<file path="src/rtl/term_pkg.sv">
// Shared definitions for the terminal command sender.
//   - Command bytes sent to the terminal buffer.
//   - Screen geometry used by the optional cursor tracker.
//   - FSM state and request-code encodings.
package term_pkg;

    localparam logic [7:0] CMD_UP      = 8'h6B;  // "k"
    localparam logic [7:0] CMD_DOWN    = 8'h6A;  // "j"
    localparam logic [7:0] CMD_LEFT    = 8'h68;  // "h"
    localparam logic [7:0] CMD_RIGHT   = 8'h6C;  // "l"
    localparam logic [7:0] CMD_REFRESH = 8'h20;  // " "

    localparam int TERM_COLS  = 40;
    localparam int TERM_CELLS = 1024;

    typedef enum logic [1:0] {
        IDLE = 2'd0,
        SEND = 2'd1,
        WAIT = 2'd2
    } state_t;

    typedef enum logic [2:0] {
        REQ_UP      = 3'd0,
        REQ_DOWN    = 3'd1,
        REQ_LEFT    = 3'd2,
        REQ_RIGHT   = 3'd3,
        REQ_REFRESH = 3'd4
    } req_t;

    function automatic logic [7:0] req_to_cmd(input req_t r);
        case (r)
            REQ_UP:    return CMD_UP;
            REQ_DOWN:  return CMD_DOWN;
            REQ_LEFT:  return CMD_LEFT;
            REQ_RIGHT: return CMD_RIGHT;
            default:   return CMD_REFRESH;
        endcase
    endfunction

endpackage

</file>
<file path="src/rtl/cmd_fifo.sv">
// Synchronous show-ahead FIFO holding pending request codes.
// Ports:
//   clk, rst   clock, asynchronous active-low reset
//   push       write wr_data (ignored when full unless popping the same cycle)
//   pop        consume the head entry (ignored when empty)
//   wr_data    request code to enqueue
//   rd_data    head entry, valid whenever empty is low
//   full       DEPTH entries held
//   empty      no entries held
module cmd_fifo #(
    parameter int DEPTH = 4,
    parameter int WIDTH = 3
) (
    input  logic             clk,
    input  logic             rst,
    input  logic             push,
    input  logic             pop,
    input  logic [WIDTH-1:0] wr_data,
    output logic [WIDTH-1:0] rd_data,
    output logic             full,
    output logic             empty
);

    localparam int AW = $clog2(DEPTH);

    logic [WIDTH-1:0] mem [DEPTH];
    // One extra pointer bit separates full from empty when the indices match.
    logic [AW:0]      wr_ptr;
    logic [AW:0]      rd_ptr;
    logic             do_push;
    logic             do_pop;

    assign empty   = (wr_ptr == rd_ptr);
    assign full    = (wr_ptr[AW] != rd_ptr[AW]) && (wr_ptr[AW-1:0] == rd_ptr[AW-1:0]);
    assign do_pop  = pop && !empty;
    // A pop in the same cycle frees the slot, so a push into a full FIFO is accepted.
    assign do_push = push && (!full || do_pop);
    assign rd_data = mem[rd_ptr[AW-1:0]];

    always_ff @(posedge clk or negedge rst) begin
        if (!rst) begin
            wr_ptr <= '0;
            rd_ptr <= '0;
        end else begin
            if (do_push) wr_ptr <= wr_ptr + 1'b1;
            if (do_pop)  rd_ptr <= rd_ptr + 1'b1;
        end
    end

    always_ff @(posedge clk) begin
        if (do_push) mem[wr_ptr[AW-1:0]] <= wr_data;
    end

endmodule

</file>
<file path="src/rtl/term_cmd_sender.sv">
// Initiator for the terminal byte protocol. Single-cycle navigation/refresh
// requests are prioritised, queued, and issued one at a time as command bytes;
// response bytes are forwarded with their index, with a per-byte idle timeout.
// Optional build macro: TERM_CURSOR_TRACK_EN adds o_cursor_pos tracking.
// Ports:
//   clk, rst                        clock, asynchronous active-low reset
//   i_up/i_down/i_left/i_right/i_refresh   1-cycle request pulses
//   o_cmd, o_cmd_v                  command byte, valid held CMD_HOLD cycles
//   i_rsp, i_rsp_v                  response byte and strobe
//   o_char, o_char_v, o_char_idx    forwarded response byte, strobe, index
//   o_busy                          FSM active or requests pending
//   o_drop                          pulse: a request was lost
//   o_timeout                       pulse: response aborted by timeout
//   o_cursor_pos                    (TERM_CURSOR_TRACK_EN) cursor cell 0..1023
//
// state | meaning
// IDLE  | waiting for a queued request; pops and launches a command
// SEND  | o_cmd_v held high for CMD_HOLD cycles
// WAIT  | collecting response bytes until count reached or timeout
module term_cmd_sender
    import term_pkg::*;
#(
    parameter int FIFO_DEPTH  = 4,
    parameter int CMD_HOLD    = 2,
    parameter int REFRESH_LEN = 1024,
    parameter int TIMEOUT     = 4095
) (
    input  logic       clk,
    input  logic       rst,
    input  logic       i_up,
    input  logic       i_down,
    input  logic       i_left,
    input  logic       i_right,
    input  logic       i_refresh,
    output logic [7:0] o_cmd,
    output logic       o_cmd_v,
    input  logic [7:0] i_rsp,
    input  logic       i_rsp_v,
    output logic [7:0] o_char,
    output logic       o_char_v,
    output logic [9:0] o_char_idx,
    output logic       o_busy,
    output logic       o_drop,
`ifdef TERM_CURSOR_TRACK_EN
    output logic [9:0] o_cursor_pos,
`endif
    output logic       o_timeout
);

    localparam int HW = (CMD_HOLD > 1) ? $clog2(CMD_HOLD) : 1;
    localparam int TW = $clog2(TIMEOUT + 1);

    state_t        state, state_d;
    logic [HW-1:0] hold_cnt, hold_d;
    logic [10:0]   rcv, rcv_d;
    logic [10:0]   exp_len, exp_len_d;
    logic [TW-1:0] tmo, tmo_d;
    logic [7:0]    cmd_d, char_d;
    logic          cmd_v_d, char_v_d, drop_d, timeout_d;
    logic [9:0]    char_idx_d;
`ifdef TERM_CURSOR_TRACK_EN
    logic [9:0]    cursor_d;
`endif

    req_t          req_code;
    logic          req_any, req_multi;
    logic          fifo_push, fifo_pop, fifo_full, fifo_empty;
    logic [2:0]    fifo_rd;

    // Intake: one request per cycle, refresh > up > down > left > right.
    always_comb begin
        req_any  = 1'b1;
        req_code = REQ_UP;
        if (i_refresh)    req_code = REQ_REFRESH;
        else if (i_up)    req_code = REQ_UP;
        else if (i_down)  req_code = REQ_DOWN;
        else if (i_left)  req_code = REQ_LEFT;
        else if (i_right) req_code = REQ_RIGHT;
        else              req_any  = 1'b0;
    end

    assign req_multi = ($countones({i_refresh, i_up, i_down, i_left, i_right}) > 1);
    assign fifo_push = req_any && (!fifo_full || fifo_pop);
    assign drop_d    = req_multi || (req_any && fifo_full && !fifo_pop);
    assign o_busy    = (state != IDLE) || !fifo_empty;

    cmd_fifo #(.DEPTH(FIFO_DEPTH), .WIDTH(3)) u_fifo (
        .clk     (clk),
        .rst     (rst),
        .push    (fifo_push),
        .pop     (fifo_pop),
        .wr_data (req_code),
        .rd_data (fifo_rd),
        .full    (fifo_full),
        .empty   (fifo_empty)
    );

    always_comb begin
        state_d    = state;
        hold_d     = hold_cnt;
        rcv_d      = rcv;
        exp_len_d  = exp_len;
        tmo_d      = tmo;
        cmd_d      = o_cmd;
        cmd_v_d    = o_cmd_v;
        char_d     = o_char;
        char_v_d   = 1'b0;
        char_idx_d = o_char_idx;
        timeout_d  = 1'b0;
        fifo_pop   = 1'b0;
`ifdef TERM_CURSOR_TRACK_EN
        cursor_d   = o_cursor_pos;
`endif
        case (state)
            IDLE: begin
                if (!fifo_empty) begin
                    fifo_pop  = 1'b1;
                    cmd_d     = req_to_cmd(req_t'(fifo_rd));
                    cmd_v_d   = 1'b1;
                    exp_len_d = (req_t'(fifo_rd) == REQ_REFRESH) ? 11'(REFRESH_LEN) : 11'd1;
                    hold_d    = HW'(CMD_HOLD - 1);
                    state_d   = SEND;
`ifdef TERM_CURSOR_TRACK_EN
                    // 10-bit arithmetic gives the modulo-1024 wrap for free.
                    case (req_t'(fifo_rd))
                        REQ_UP:    cursor_d = o_cursor_pos - 10'(TERM_COLS);
                        REQ_DOWN:  cursor_d = o_cursor_pos + 10'(TERM_COLS);
                        REQ_LEFT:  cursor_d = o_cursor_pos - 10'd1;
                        REQ_RIGHT: cursor_d = o_cursor_pos + 10'd1;
                        default:   cursor_d = o_cursor_pos;
                    endcase
`endif
                end
            end
            SEND: begin
                if (hold_cnt == '0) begin
                    cmd_v_d = 1'b0;
                    rcv_d   = '0;
                    tmo_d   = '0;
                    state_d = WAIT;
                end else begin
                    hold_d = hold_cnt - HW'(1);
                end
            end
            WAIT: begin
                if (i_rsp_v) begin
                    char_d     = i_rsp;
                    char_v_d   = 1'b1;
                    char_idx_d = rcv[9:0];
                    rcv_d      = rcv + 11'd1;
                    tmo_d      = '0;
                    if (rcv + 11'd1 == exp_len) state_d = IDLE;
                end else if (tmo == TW'(TIMEOUT)) begin
                    timeout_d = 1'b1;
                    state_d   = IDLE;
                end else begin
                    tmo_d = tmo + TW'(1);
                end
            end
            default: state_d = IDLE;
        endcase
    end

    always_ff @(posedge clk or negedge rst) begin
        if (!rst) begin
            state        <= IDLE;
            hold_cnt     <= '0;
            rcv          <= '0;
            exp_len      <= '0;
            tmo          <= '0;
            o_cmd        <= '0;
            o_cmd_v      <= 1'b0;
            o_char       <= '0;
            o_char_v     <= 1'b0;
            o_char_idx   <= '0;
            o_drop       <= 1'b0;
            o_timeout    <= 1'b0;
`ifdef TERM_CURSOR_TRACK_EN
            o_cursor_pos <= '0;
`endif
        end else begin
            state        <= state_d;
            hold_cnt     <= hold_d;
            rcv          <= rcv_d;
            exp_len      <= exp_len_d;
            tmo          <= tmo_d;
            o_cmd        <= cmd_d;
            o_cmd_v      <= cmd_v_d;
            o_char       <= char_d;
            o_char_v     <= char_v_d;
            o_char_idx   <= char_idx_d;
            o_drop       <= drop_d;
            o_timeout    <= timeout_d;
`ifdef TERM_CURSOR_TRACK_EN
            o_cursor_pos <= cursor_d;
`endif
        end
    end

endmodule
</file>
<file path="config.mk">
export PLATFORM = sky130hd
export DESIGN_NAME = term_cmd_sender
export DESIGN_NICKNAME = d
export VERILOG_FILES = /design/src/rtl/term_pkg.sv /design/src/rtl/cmd_fifo.sv /design/src/rtl/term_cmd_sender.sv
export SDC_FILE = /design/constraint.sdc
export NUM_CORES = 1
export LEC_CHECK = 0
export ABC_AREA = 1
export CORE_MARGIN = 10
export CORE_UTILIZATION = 40
export DETAILED_ROUTE_END_ITERATION = 10
export GPL_TIMING_DRIVEN = 0
export MAX_ROUTING_LAYER = met4
export PLACE_DENSITY = 0.64
export SYNTH_ARGS = -nofsm -noshare
export SYNTH_HDL_FRONTEND = slang
export SYNTH_SLANG_ARGS = --single-unit
</file>
<file path="constraint.sdc">
create_clock -name clk -period 1.4 [get_ports clk]
set_input_delay 0.42 -clock clk [delete_from_list [all_inputs] [get_ports clk]]
set_output_delay 0.42 -clock clk [all_outputs]
set_load 0.05 [all_outputs]
</file>
==> results.md <==
* Outcome: finished, violations left
* Violated checks: negative setup slack
* Nature of the critical path endpoint: output port
* Placer's final routability congestion estimate at 0.8133
* Number of primary I/O pins at 47
* Core Area at 0.008678 mm²
* Max cap viols at 0
* Clock slew at the register clock pins of the worst setup and hold paths at 0.07 ns
* Iter 0 DRT Violations at between 100 and 150
* Startpoint Class: flip-flop
* Post-Route Setup TNS at -2.702 ns
* Headroom to the max-slew limit at 0.4856
* Synth Instances at 415
* Fin nets at 525
* Req. time, crit path at a little under 1 ns
* Die Area at 0.01299 mm²
* Most area-consuming cells after synthesis: sky130_fd_sc_hd__dfrtp_1 (43%), sky130_fd_sc_hd__nand2_1 (13%), sky130_fd_sc_hd__edfxtp_1 (10%), sky130_fd_sc_hd__nand3_1 (5.0%), sky130_fd_sc_hd__inv_1 (4.5%)
* Total chip power at about 10 mW
* Clock sink count at 73
* TritonCTS clock tree: done
* CTS root buffer: sky130_fd_sc_hd__clkbuf_8
* Fillers at 813
* RSZ-0062 raised after global routing: true
* Per-cell via count in the routed design at roughly 5
* Worst setup startpoint: u_fifo.rd_ptr[0]$_DFFE_PN0P_
* DP Area at approximately 0.0042 mm²
* Share of Yosys cell area claimed by the top area cell type at 0.4322
* Drt first pass iters at 4
* Final worst path period need at 1.783 ns
* Count of antenna diodes in the layout at 0
* WL met2 at 4.193 mm
* Area leader, netlist: sky130_fd_sc_hd__dfrtp_1
* Hold/Removal Path Class: input pin to asynchronous set/reset pin
* Layout Cell Area excl Fill at ~0.0049 mm²
* Max Clk Rate at 0.5609 GHz
* Met3 wire length at ~370 µm
* Post-detailed-route wirelength per cell at 13.65 µm
* Yosys synthesis warning count at 0
* Worst supply voltage drop on vdd at 962.2 µV
* Max Transition Viols Final at 0
* Floorplan die height at about 110 µm
* Count of H-tree levels built during CTS at 3
* Total number of placement rows at 34
* End point of the critical path: o_busy
* Non-filler instance count after layout at 613
* Average size of a mapped cell at between 8 and 9 µm²
* Fraction of final layout cells with drive strength greater than 1 at 0.3307
* CP Class: flip-flop to output port
* Number of failing hold endpoints at the final stage at 0
* Power density over the cells at ~2100 mW/mm²
* Final period util at 1.273
* Total wirelength of the detailed-routed design at 8.370 mm
* Part of the Yosys area used for sequential elements at 0.5342
* Detail Placement HPWL at 5.525 mm
* Final setup skew at 0.006828 ns
* Distinct cell type count of the synthesized netlist at 37
* Leakage at between 2 and 2.5 nW
* Sum of overflow across all layers after global routing at 0
* Cell depth of the worst flop-to-flop path at 11
* Layout overhead on the synthesized area at 38.26%
* Number of synthesized register bits at 73
* Starting density of the core at 0.4070
* Number of global-route vias before repair at 3017
* Cell count after placement at 568
* R2r endpoint: tmo[4]$_DFFE_PN0P_
* All-layer global routing usage at 0.1344
* Post-layout worst setup margin at -0.3828 ns
* Routed met1 length at ~3.7 mm
* Number of buffers inserted for hold repair after clock tree synthesis at 0
* Die X at 114.0 µm
* Highest routed metal layer: met4
* Pin count of the biggest net entering global routing at 62
* Maximum fanout encountered on the critical timing path at 3
* Critical register-to-register path startpoint: tmo[1]$_DFFE_PN0P_
* Final ANT Viol Nets at 0
* Initial antenna violation count at 0
* CTS max path bufs at 2
* Skew-Pair Late Insertion Delay at 0.35 ns
* Worst-Margin Slew at 0.7716 ns
* DRC violation count after routing at 0
* Number of buffers created by CTS at 9
* Reg2reg setup slack at -0.19 ns
* Routed vias at 3007
* WP data arrival at 1.36 ns
* Buffers added on ports at 44
* Post-Syn Area at ~0.0035 mm²
* Setup violations, final at 36
* Wire length of the first global-routing pass at 14.09 mm
## cells in the final DEF (no fill, tap or decap), types with 8 or more instances in the layout
master | Yosys | routed
sky130_fd_sc_hd__buf_4 | 3 | 46
sky130_fd_sc_hd__nand3_1 | 35 | 25
sky130_fd_sc_hd__nor2_1 | 41 | 27
sky130_fd_sc_hd__dfrtp_1 | 61 | 55
sky130_fd_sc_hd__nor2_2 | 2 | 8
sky130_fd_sc_hd__buf_6 | 1 | 11
sky130_fd_sc_hd__nand2_2 | 2 | 8
sky130_fd_sc_hd__nor2_4 | 1 | 9
sky130_fd_sc_hd__o21ai_1 | 1 | 10
sky130_fd_sc_hd__inv_2 | 3 | 8
sky130_fd_sc_hd__clkdlybuf4s50_1 | 0 | 9
sky130_fd_sc_hd__nand2_1 | 125 | 112
sky130_fd_sc_hd__edfxtp_1 | 12 | 12
sky130_fd_sc_hd__o21ai_0 | 26 | 16
sky130_fd_sc_hd__inv_1 | 42 | 34
sky130_fd_sc_hd__clkbuf_8 | 0 | 9
sky130_fd_sc_hd__nand3_2 | 0 | 10
## cell type report
cell class / count / area, µm² / share of cell area
multi-input cells: 286 / 1719 / 0.3520
inverters: 47 / 201.4 / 0.04125
flip-flops and latches: 73 / 1894 / 0.3879
well taps: 108 / 135.1 / 0.02767
repair buffers: 74 / 649.4 / 0.1330
plain buffers: 9 / 97.59 / 0.01998
clock inverters: 6 / 58.81 / 0.01204
clock buffers: 10 / 127.6 / 0.02613
## cells in the mapped netlist
library cell               count
sky130_fd_sc_hd__nor3_1        3
sky130_fd_sc_hd__clkbuf_1      2
sky130_fd_sc_hd__inv_4         1
sky130_fd_sc_hd__dfrtp_1      61
sky130_fd_sc_hd__inv_2         3
sky130_fd_sc_hd__edfxtp_1     12
sky130_fd_sc_hd__nand2_2       2
sky130_fd_sc_hd__a21oi_2       2
sky130_fd_sc_hd__a21oi_1       8
sky130_fd_sc_hd__fa_1          1
sky130_fd_sc_hd__a22oi_1       1
sky130_fd_sc_hd__clkinv_2      1
sky130_fd_sc_hd__o211ai_1      1
sky130_fd_sc_hd__o22ai_1       7
sky130_fd_sc_hd__o21a_1        1
sky130_fd_sc_hd__o21ai_1       1
sky130_fd_sc_hd__xor2_1        6
sky130_fd_sc_hd__inv_1        42
sky130_fd_sc_hd__nor3b_1       1
sky130_fd_sc_hd__nand2_4       2
sky130_fd_sc_hd__or2_1         1
sky130_fd_sc_hd__nand3_1      35
sky130_fd_sc_hd__nor2_2        2
sky130_fd_sc_hd__nand4_1       4
sky130_fd_sc_hd__buf_4         3
sky130_fd_sc_hd__a22oi_2       1
sky130_fd_sc_hd__buf_2         4
sky130_fd_sc_hd__nand3_4       1
sky130_fd_sc_hd__a32o_1        1
sky130_fd_sc_hd__xnor2_1       2
sky130_fd_sc_hd__nor2_1       41
sky130_fd_sc_hd__nand2_1     125
sky130_fd_sc_hd__conb_1        1
sky130_fd_sc_hd__o21ai_0      26
sky130_fd_sc_hd__ha_1          8
sky130_fd_sc_hd__nor2_4        1
sky130_fd_sc_hd__buf_6         1
## power by group
group / internal (mW) / total (mW) / switching (mW) / leakage, nW
Sequential: 2.83 / 3.24 / 0.405 / 0.901
Combinational: 2.09 / 5.47 / 3.39 / 1.26
Clock: 0.811 / 1.60 / 0.791 / 0.0897
Total: 5.73 / 10.3 / 4.58 / 2.25
## worst min-delay path by stage
stage,start,to,slack [ns],cells past startpoint
2_1_floorplan,rst,exp_len[0]$_DFFE_PN0P_,0.12,0
3_3_place_gp,o_cmd[5]$_DFFE_PN0P_,o_cmd[5]$_DFFE_PN0P_,0.45,1
3_5_place_dp,o_cmd[5]$_DFFE_PN0P_,o_cmd[5]$_DFFE_PN0P_,0.45,1
4_1_cts,rst,o_char_idx[1]$_DFFE_PN0P_,0.17,1
5_1_grt,rst,rcv[5]$_DFFE_PN0P_,0.22,1
6_report,rst,o_char_idx[3]$_DFFE_PN0P_,0.16,1
## state kept, by name (all words and copies together) (netlist names), 2 cells and up
name / cells
exp_len: 2
o_char: 8
o_char_idx: 10
o_cmd: 5
rcv: 11
state: 2
tmo: 12
u_fifo.mem: 12
u_fifo.rd_ptr: 3
u_fifo.wr_ptr: 3
## logic make-up after synthesis
family                     share of synthesized area
buffers and inverters                        0.06837
AOI/OAI and AO/OA                            0.07970
and+or+nand+nor                               0.2628
DFF                                           0.5342
adders and majority gates                    0.03401
xor gates and xnor gates                     0.01984
other                                       0.001062
## worst max-delay path, stage by stage, from the launching register on
cell and delay, ns:
sky130_fd_sc_hd__dfrtp_1 0.39, sky130_fd_sc_hd__buf_6 0.14, sky130_fd_sc_hd__inv_8 0.05, sky130_fd_sc_hd__nand2_4 0.05, sky130_fd_sc_hd__a21oi_4 0.13, sky130_fd_sc_hd__nand3_2 0.10
sky130_fd_sc_hd__buf_8 0.17
## metrics by stage
| stage | setup slack (ns) | utilization | hold WS, ns |
|---|---|---|---|
| after detailed placement | -0.8778 | 0.4834 | 0.4511 |
| after floorplan | -0.1705 | - | 0.1244 |
| after global placement | -2.166 | 0.4837 | 0.4516 |
| final | -0.3828 | 0.5627 | 0.1566 |
| after global routing | -0.4422 | 0.5627 | 0.2196 |
| after CTS | -0.4075 | 0.5408 | 0.1663 |
## routing by layer
metal | vias to the layer above | global-route usage
met1 | 1445 | 0.1532
li1 | 1500 | -
met2 | 50 | 0.2202
met4 | 0 | 0.03843
met3 | 12 | 0.04514
met5 | - | -
## what timing repair did
action / 4_1_cts / 5_1_grt
resized for setup: 240 / 60
pin swaps: 13 / 20
buffers inserted: 24 / 4
gates cloned: 1 / 1
endpoints found under the setup margin: 97 / 78
hold endpoints to repair: 0 / 0
Note: power is estimated with default switching activity, not from simulation.
